===== src/rtl/bp_table_scheduler.sv =====
// bp_table_scheduler
//
// Sole master of the branch-predictor storage: a 16x4 branch history table (BHT)
// and a 128x2 pattern history table (PHT) of 2-bit saturating counters. Both are
// single-port SRAMs with synchronous read (data valid the cycle after the address).
//
// After reset both tables are swept to known values. The block then arbitrates
// between fetch-side lookups and commit-side updates. Updates are buffered in a
// small FIFO so commit can keep reporting while a lookup is in progress.
//
// Ports:
//   clk, resetn                  clock (rising edge), async active-low reset
//   lookup_valid/pc/ready        fetch prediction request handshake
//   pred_valid, pred_taken       one-cycle prediction result
//   upd_valid/pc/taken/ready     commit outcome push into the update FIFO
//   init_done                    table sweep complete, sticky until reset
//   bht_addr/we/wdata/rdata      BHT SRAM port
//   pht_addr/we/wdata/rdata      PHT SRAM port
//
// Hash: BHT index = XOR of the eight PC nibbles, PHT index = {pc[2:0], history}.

module bp_table_scheduler #(
    parameter int unsigned QDEPTH   = 4,
    parameter logic [1:0]  PHT_INIT = 2'b01
) (
    input  logic        clk,
    input  logic        resetn,

    input  logic        lookup_valid,
    input  logic [31:0] lookup_pc,
    output logic        lookup_ready,
    output logic        pred_valid,
    output logic        pred_taken,

    input  logic        upd_valid,
    input  logic [31:0] upd_pc,
    input  logic        upd_taken,
    output logic        upd_ready,

    output logic        init_done,

    output logic [3:0]  bht_addr,
    output logic        bht_we,
    output logic [3:0]  bht_wdata,
    input  logic [3:0]  bht_rdata,

    output logic [6:0]  pht_addr,
    output logic        pht_we,
    output logic [1:0]  pht_wdata,
    input  logic [1:0]  pht_rdata
);

    localparam int unsigned PTR_W = (QDEPTH > 1) ? $clog2(QDEPTH) : 1;
    localparam int unsigned CNT_W = PTR_W + 1;
    localparam logic [CNT_W-1:0] FULL_CNT = CNT_W'(QDEPTH);

    typedef enum logic [2:0] {
        StInit,
        StIdle,
        StLkBht,
        StLkPht,
        StLkRes,
        StUpBht,
        StUpPht,
        StUpWr
    } state_e;

    state_e            state_q;
    logic [6:0]        sweep_cnt_q;
    // Low while resetn is held and for the first edge after release; keeps all
    // write enables and upd_ready at zero during reset without a combinational
    // path from resetn to the outputs.
    logic              live_q;
    logic [31:0]       pc_q;
    logic              taken_q;
    logic [3:0]        bhr_q;

    // Update FIFO
    logic [31:0]       fifo_pc    [QDEPTH];
    logic              fifo_taken [QDEPTH];
    logic [PTR_W-1:0]  wr_ptr_q;
    logic [PTR_W-1:0]  rd_ptr_q;
    logic [CNT_W-1:0]  count_q;

    logic              fifo_full;
    logic              fifo_empty;
    logic              push;
    logic              pop;
    logic              lk_go;
    logic [1:0]        cnt_next;

    function automatic logic [3:0] pc_hash(input logic [31:0] pc);
        logic [3:0] h;
        h = 4'h0;
        for (int i = 0; i < 8; i++) begin
            h = h ^ pc[i*4 +: 4];
        end
        return h;
    endfunction

    assign fifo_full  = (count_q == FULL_CNT);
    assign fifo_empty = (count_q == '0);
    assign upd_ready  = live_q && !fifo_full;
    assign push       = upd_valid && upd_ready;

    assign lookup_ready = (state_q == StIdle) && init_done && !fifo_full;

    // A full FIFO beats a pending lookup so commit never stalls indefinitely;
    // otherwise lookups have priority over draining the FIFO.
    assign pop   = (state_q == StIdle) && init_done &&
                   (fifo_full || (!lookup_valid && !fifo_empty));
    assign lk_go = lookup_valid && lookup_ready;

    // ------------------------------------------------------------------
    // Update FIFO
    // ------------------------------------------------------------------
    always_ff @(posedge clk) begin
        if (push) begin
            fifo_pc[wr_ptr_q]    <= upd_pc;
            fifo_taken[wr_ptr_q] <= upd_taken;
        end
    end

    always_ff @(posedge clk or negedge resetn) begin
        if (!resetn) begin
            wr_ptr_q <= '0;
            rd_ptr_q <= '0;
            count_q  <= '0;
        end else begin
            if (push) begin
                wr_ptr_q <= wr_ptr_q + 1'b1;
            end
            if (pop) begin
                rd_ptr_q <= rd_ptr_q + 1'b1;
            end
            unique case ({push, pop})
                2'b10:   count_q <= count_q + 1'b1;
                2'b01:   count_q <= count_q - 1'b1;
                default: count_q <= count_q;
            endcase
        end
    end

    // ------------------------------------------------------------------
    // Sequencer FSM with registered result outputs
    // ------------------------------------------------------------------
    always_ff @(posedge clk or negedge resetn) begin
        if (!resetn) begin
            state_q     <= StInit;
            sweep_cnt_q <= '0;
            live_q      <= 1'b0;
            init_done   <= 1'b0;
            pred_valid  <= 1'b0;
            pred_taken  <= 1'b0;
            pc_q        <= '0;
            taken_q     <= 1'b0;
            bhr_q       <= '0;
        end else begin
            live_q     <= 1'b1;
            pred_valid <= 1'b0;
            unique case (state_q)
                StInit: begin
                    if (live_q) begin
                        sweep_cnt_q <= sweep_cnt_q + 7'd1;
                        if (sweep_cnt_q == 7'd127) begin
                            state_q   <= StIdle;
                            init_done <= 1'b1;
                        end
                    end
                end
                StIdle: begin
                    if (pop) begin
                        pc_q    <= fifo_pc[rd_ptr_q];
                        taken_q <= fifo_taken[rd_ptr_q];
                        state_q <= StUpBht;
                    end else if (lk_go) begin
                        pc_q    <= lookup_pc;
                        state_q <= StLkBht;
                    end
                end
                StLkBht: state_q <= StLkPht;
                StLkPht: begin
                    bhr_q   <= bht_rdata;
                    state_q <= StLkRes;
                end
                StLkRes: begin
                    pred_taken <= pht_rdata[1];
                    pred_valid <= 1'b1;
                    state_q    <= StIdle;
                end
                StUpBht: state_q <= StUpPht;
                StUpPht: begin
                    bhr_q   <= bht_rdata;
                    state_q <= StUpWr;
                end
                StUpWr:  state_q <= StIdle;
                default: state_q <= StInit;
            endcase
        end
    end

    // Saturating counter step for the update write.
    always_comb begin
        cnt_next = pht_rdata;
        if (taken_q) begin
            if (pht_rdata != 2'b11) begin
                cnt_next = pht_rdata + 2'b01;
            end
        end else begin
            if (pht_rdata != 2'b00) begin
                cnt_next = pht_rdata - 2'b01;
            end
        end
    end

    // ------------------------------------------------------------------
    // SRAM port drive. The PHT address in the *_PHT states must come straight
    // from bht_rdata so the counter read lands in the following state.
    // ------------------------------------------------------------------
    always_comb begin
        bht_addr  = 4'h0;
        bht_we    = 1'b0;
        bht_wdata = 4'h0;
        pht_addr  = 7'h0;
        pht_we    = 1'b0;
        pht_wdata = 2'b00;
        unique case (state_q)
            StInit: begin
                pht_we    = live_q;
                pht_addr  = sweep_cnt_q;
                pht_wdata = live_q ? PHT_INIT : 2'b00;
                bht_we    = live_q && (sweep_cnt_q < 7'd16);
                bht_addr  = sweep_cnt_q[3:0];
            end
            StLkBht, StUpBht: begin
                bht_addr = pc_hash(pc_q);
            end
            StLkPht, StUpPht: begin
                bht_addr = pc_hash(pc_q);
                pht_addr = {pc_q[2:0], bht_rdata};
            end
            StLkRes: begin
                pht_addr = {pc_q[2:0], bhr_q};
            end
            StUpWr: begin
                pht_we    = 1'b1;
                pht_addr  = {pc_q[2:0], bhr_q};
                pht_wdata = cnt_next;
                bht_we    = 1'b1;
                bht_addr  = pc_hash(pc_q);
                bht_wdata = {bhr_q[2:0], taken_q};
            end
            default: begin
                bht_addr = 4'h0;
            end
        endcase
    end

endmodule


===== config.mk =====
export PLATFORM = sky130hd
export DESIGN_NAME = bp_table_scheduler
export DESIGN_NICKNAME = d
export VERILOG_FILES = /design/src/rtl/bp_table_scheduler.sv
export SDC_FILE = /design/constraint.sdc
export NUM_CORES = 1
export LEC_CHECK = 0
export CORE_MARGIN = 2
export CORE_UTILIZATION = 50
export CTS_BUF_LIST = sky130_fd_sc_hd__clkbuf_4 sky130_fd_sc_hd__clkbuf_8
export DETAILED_ROUTE_END_ITERATION = 6
export PLACE_DENSITY = 0.78
export SYNTH_ARGS = -nofsm -noshare
export SYNTH_HDL_FRONTEND = slang
export SYNTH_SLANG_ARGS = --single-unit

===== constraint.sdc =====
create_clock -name clk -period 2.45 [get_ports clk]
set_input_delay 0.3675 -clock clk [delete_from_list [all_inputs] [get_ports clk]]
set_output_delay 0.3675 -clock clk [all_outputs]
set_load 0.02 [all_outputs]

==> results.ini <==
[cts]
htree_levels=4
cts-root-buf=clkbuf_8
numCtsBuffers=17
clk_latency_ns=0.45
cts_tree=yes
clkTransAtPathRegs_ns=0.09
max-clock-path-buffers=2
cts.sinks=190

[synthesis]
ys_ff_latch=190
synth_edf_count=132
synth-simple-area-share=0.0538
yosysMostFrequentCell=edfxtp_1
synth_commonest_cells=edfxtp_1 (132), dfrtp_1 (58), nor2_1 (40)
synthFlopType=edfxtp_1
synthesis.area_um2=8020
ys.warnings.count=0
synth_compound_area_frac=0.0777
ys_top_cells_by_area=edfxtp_1 (49%), dfrtp_1 (18%), mux4_2 (9.3%), a22oi_1 (3.6%), xnor2_1 (3.1%)
syn_avg_cell_area_um2=15.7
synth_nets=591
synth-xor-area-share=0.0448
synthArstFlopShare=0.305
synthMuxAreaShare=0.113
synth_top_area_cell=edfxtp_1
yosysSeqAreaShare=0.676
synth_top_family_by_area=multiplexers
synth_fa_ha_area_frac=0.0131
syn_inst=509
ys_types=45
synth_top_area_frac=0.494

[detailed_routing]
firstDrtPassIters=7
drt-initial-drc-count=312
vias=4739
via_per_inst=5.55
drt-wirelength-per-cell_um=19.6
ant_nets=0
drc=0
routed_wl_um=16700

[power_and_ir_drop]
p_per_area_nw_per_um2=698
swShare=0.248
p_int_mw=5.17
p_sw_mw=1.71
power.share.combinational=0.133
power_leakage_nw=3.72
p_clk_frac=0.309
total_power_mw=6.87
vdd_ir_drop_max_uv=453
seqPwrFrac=0.558

[worst_setup_path]
reg2reg_slack_ns=0.13
crit_type=flop to output pin
max_stage_delay_ns=0.44
cp_cell_sequence=buf_4 > mux2_2 > a22oi_1 > o22ai_1 > clkdlybuf4s15_1
r2r-end=count_q[2]$_DFFE_PN0P_
crit_path_end_kind=output pin
cp_max_fo=6
crit_arrival_ns=1.96
r2r-start=state_q[2]$_DFFE_PN0P_
slowest_stage=dfrtp_2
critPathLaunchType=flop
critPathRequiredTime_ns=2.08
rr_worst_depth=9

[global_route]
grt_util_all_layers=0.213
grt_pass1_wl_um=26800
grt_overflow=0
grt_antenna_before_repair=0
grt_pass1_vias=5048
grt_max_degree=67

[sta]
finalCritPeriodShare=0.951
min_period_ns=2.33
hold_slack_ns=0.451
finalClockSkew_ns=0.00727
fmax_ghz=0.429
slew_violations=0
hold_violations=0
finalSetupViolations=0

[finish]
final_util=0.624
layout.cells.non_filler=854
synthToLayoutAreaGrowth_pct=22.8
fin_nets=707
layout-drive-gt1-share=0.185
antenna-diode-count=0
nFillCells=1211

[placed_design]
place_hpwl_um=10600
gp_congestion=0.887
placement.io_buffers=98
dp.cells=814

[die]
die_w_um=131
die-area_um2=17100
core_um2=15800
start_util=0.508
die_y_um=131
ios=99
rows=46

[hold_path]
min_path_type=input pin to async pin

[outcome]
status=finished clean

[flow_run]
cap_violations=0

## cell type report
class | instances | area [um^2] | area share
clock inverter | 15 | 184 | 0.0187
multi-input combinational | 283 | 2450 | 0.249
inverter | 8 | 30.0 | 0.00305
sequential | 190 | 5420 | 0.551
timing repair buffer | 125 | 1250 | 0.127
clock buffer | 17 | 234 | 0.0238
tap | 216 | 270 | 0.0275
## placed cells by master (no fill, tap or decap), types with 4 or more instances in the layout
| master | n |
|---|---|
| nand2_1 | 19 |
| o21ai_0 | 5 |
| mux4_2 | 33 |
| clkbuf_8 | 17 |
| and3_1 | 8 |
| dlygate4sd2_1 | 10 |
| inv_1 | 8 |
| xnor2_1 | 28 |
| inv_6 | 5 |
| dfrtp_1 | 53 |
| dlymetal6s2s_1 | 4 |
| buf_12 | 8 |
| nor2_1 | 39 |
| xor2_1 | 13 |
| and2_1 | 8 |
| dfrtp_2 | 5 |
| mux2i_1 | 5 |
| edfxtp_1 | 132 |
| ha_1 | 5 |
| a21oi_1 | 35 |
| clkdlybuf4s50_1 | 77 |
| a22oi_1 | 38 |
| o22ai_1 | 4 |
| clkbuf_2 | 5 |
| mux2_2 | 9 |
| buf_4 | 16 |
## power by group through the flow
stage / registers, mW / logic (mW) / clock network, mW
global route: 3.86 / 1.02 / 2.30
detailed placement: 3.91 / 0.932 / 0
floorplan: 3.88 / 0.497 / 0
finish: 3.83 / 0.917 / 2.12
global placement: 3.88 / 0.899 / 0
CTS: 3.84 / 0.936 / 2.17
## through the flow
stage | setup slack, ns | TNS (ns) | area [um^2]
global route | -0.0199 | -0.0199 | 9840
CTS | 0.000535 | 0 | 9830
floorplan | 0.143 | 0 | 8020
detailed placement | 0.116 | 0 | 9380
global placement | 0.202 | 0 | 9380
finish | 0.119 | 0 | 9840
## registers in the layout, indices dropped and copies added, names as in the netlist
register	count
fifo_pc	128
pc_q	32
sweep_cnt_q	7
bhr_q	4
fifo_taken	4
count_q	3
state_q	3
rd_ptr_q	2
wr_ptr_q	2
init_done	1
live_q	1
pred_taken	1
pred_valid	1
taken_q	1
## how the worst max path moves through the flow
stage                                start                 endpoint  slack, ns  cells after the start
finish              state_q[2]$_DFFE_PN0P_              pht_addr[1]       0.12                      5
global route        state_q[2]$_DFFE_PN0P_   count_q[2]$_DFFE_PN0P_      -0.02                      9
CTS                 state_q[1]$_DFFE_PN0P_             pht_wdata[0]     0.0005                      5
detailed placement    pc_q[19]$_DFFE_PN0P_              bht_addr[3]       0.12                      5
global placement              pht_rdata[0]             pht_wdata[0]       0.20                      6
floorplan           count_q[0]$_DFFE_PN0P_  fifo_pc[0][0]$_DFFE_PP_       0.14                      3
## worst max-delay path: cells and delay by family (launching register included)
kind                   cells  cell delay [ns]
buffers and inverters      2             0.46
flip-flops                 1             0.44
multiplexers               1             0.33
AO/OA/AOI/OAI              2             0.28
## routing by layer
| metal | share of wire | global-route usage |
|---|---|---|
| met3 | 0.062 | 0.0403 |
| met5 | 0 | 0 |
| met4 | 0.0099 | 0.0776 |
| met2 | 0.52 | 0.356 |
| met1 | 0.41 | 0.283 |
## kinds of logic (layout without fill, tap and decap cells)
family          count (synthesis)  count (layout)
other cells                     1               1
buf+inv                        36             165
simple gates                   88              88
compound gates                 97              97
mux                            48              48
flops                         190             190
fa+ha+maj                       8               8
xor+xnor                       41              41
## what timing repair did
| action | CTS | global route |
|---|---|---|
| cloned | 0 | 0 |
| hold buffers | 1 | 0 |
| gates resized for setup | 26 | 17 |
| setup buffers | 5 | 2 |
| pin swaps | 0 | 2 |
| setup endpoints to repair | 20 | 12 |
| hold endpoints to repair | 58 | 0 |
Note: power is estimated with default switching activity, not from simulation.
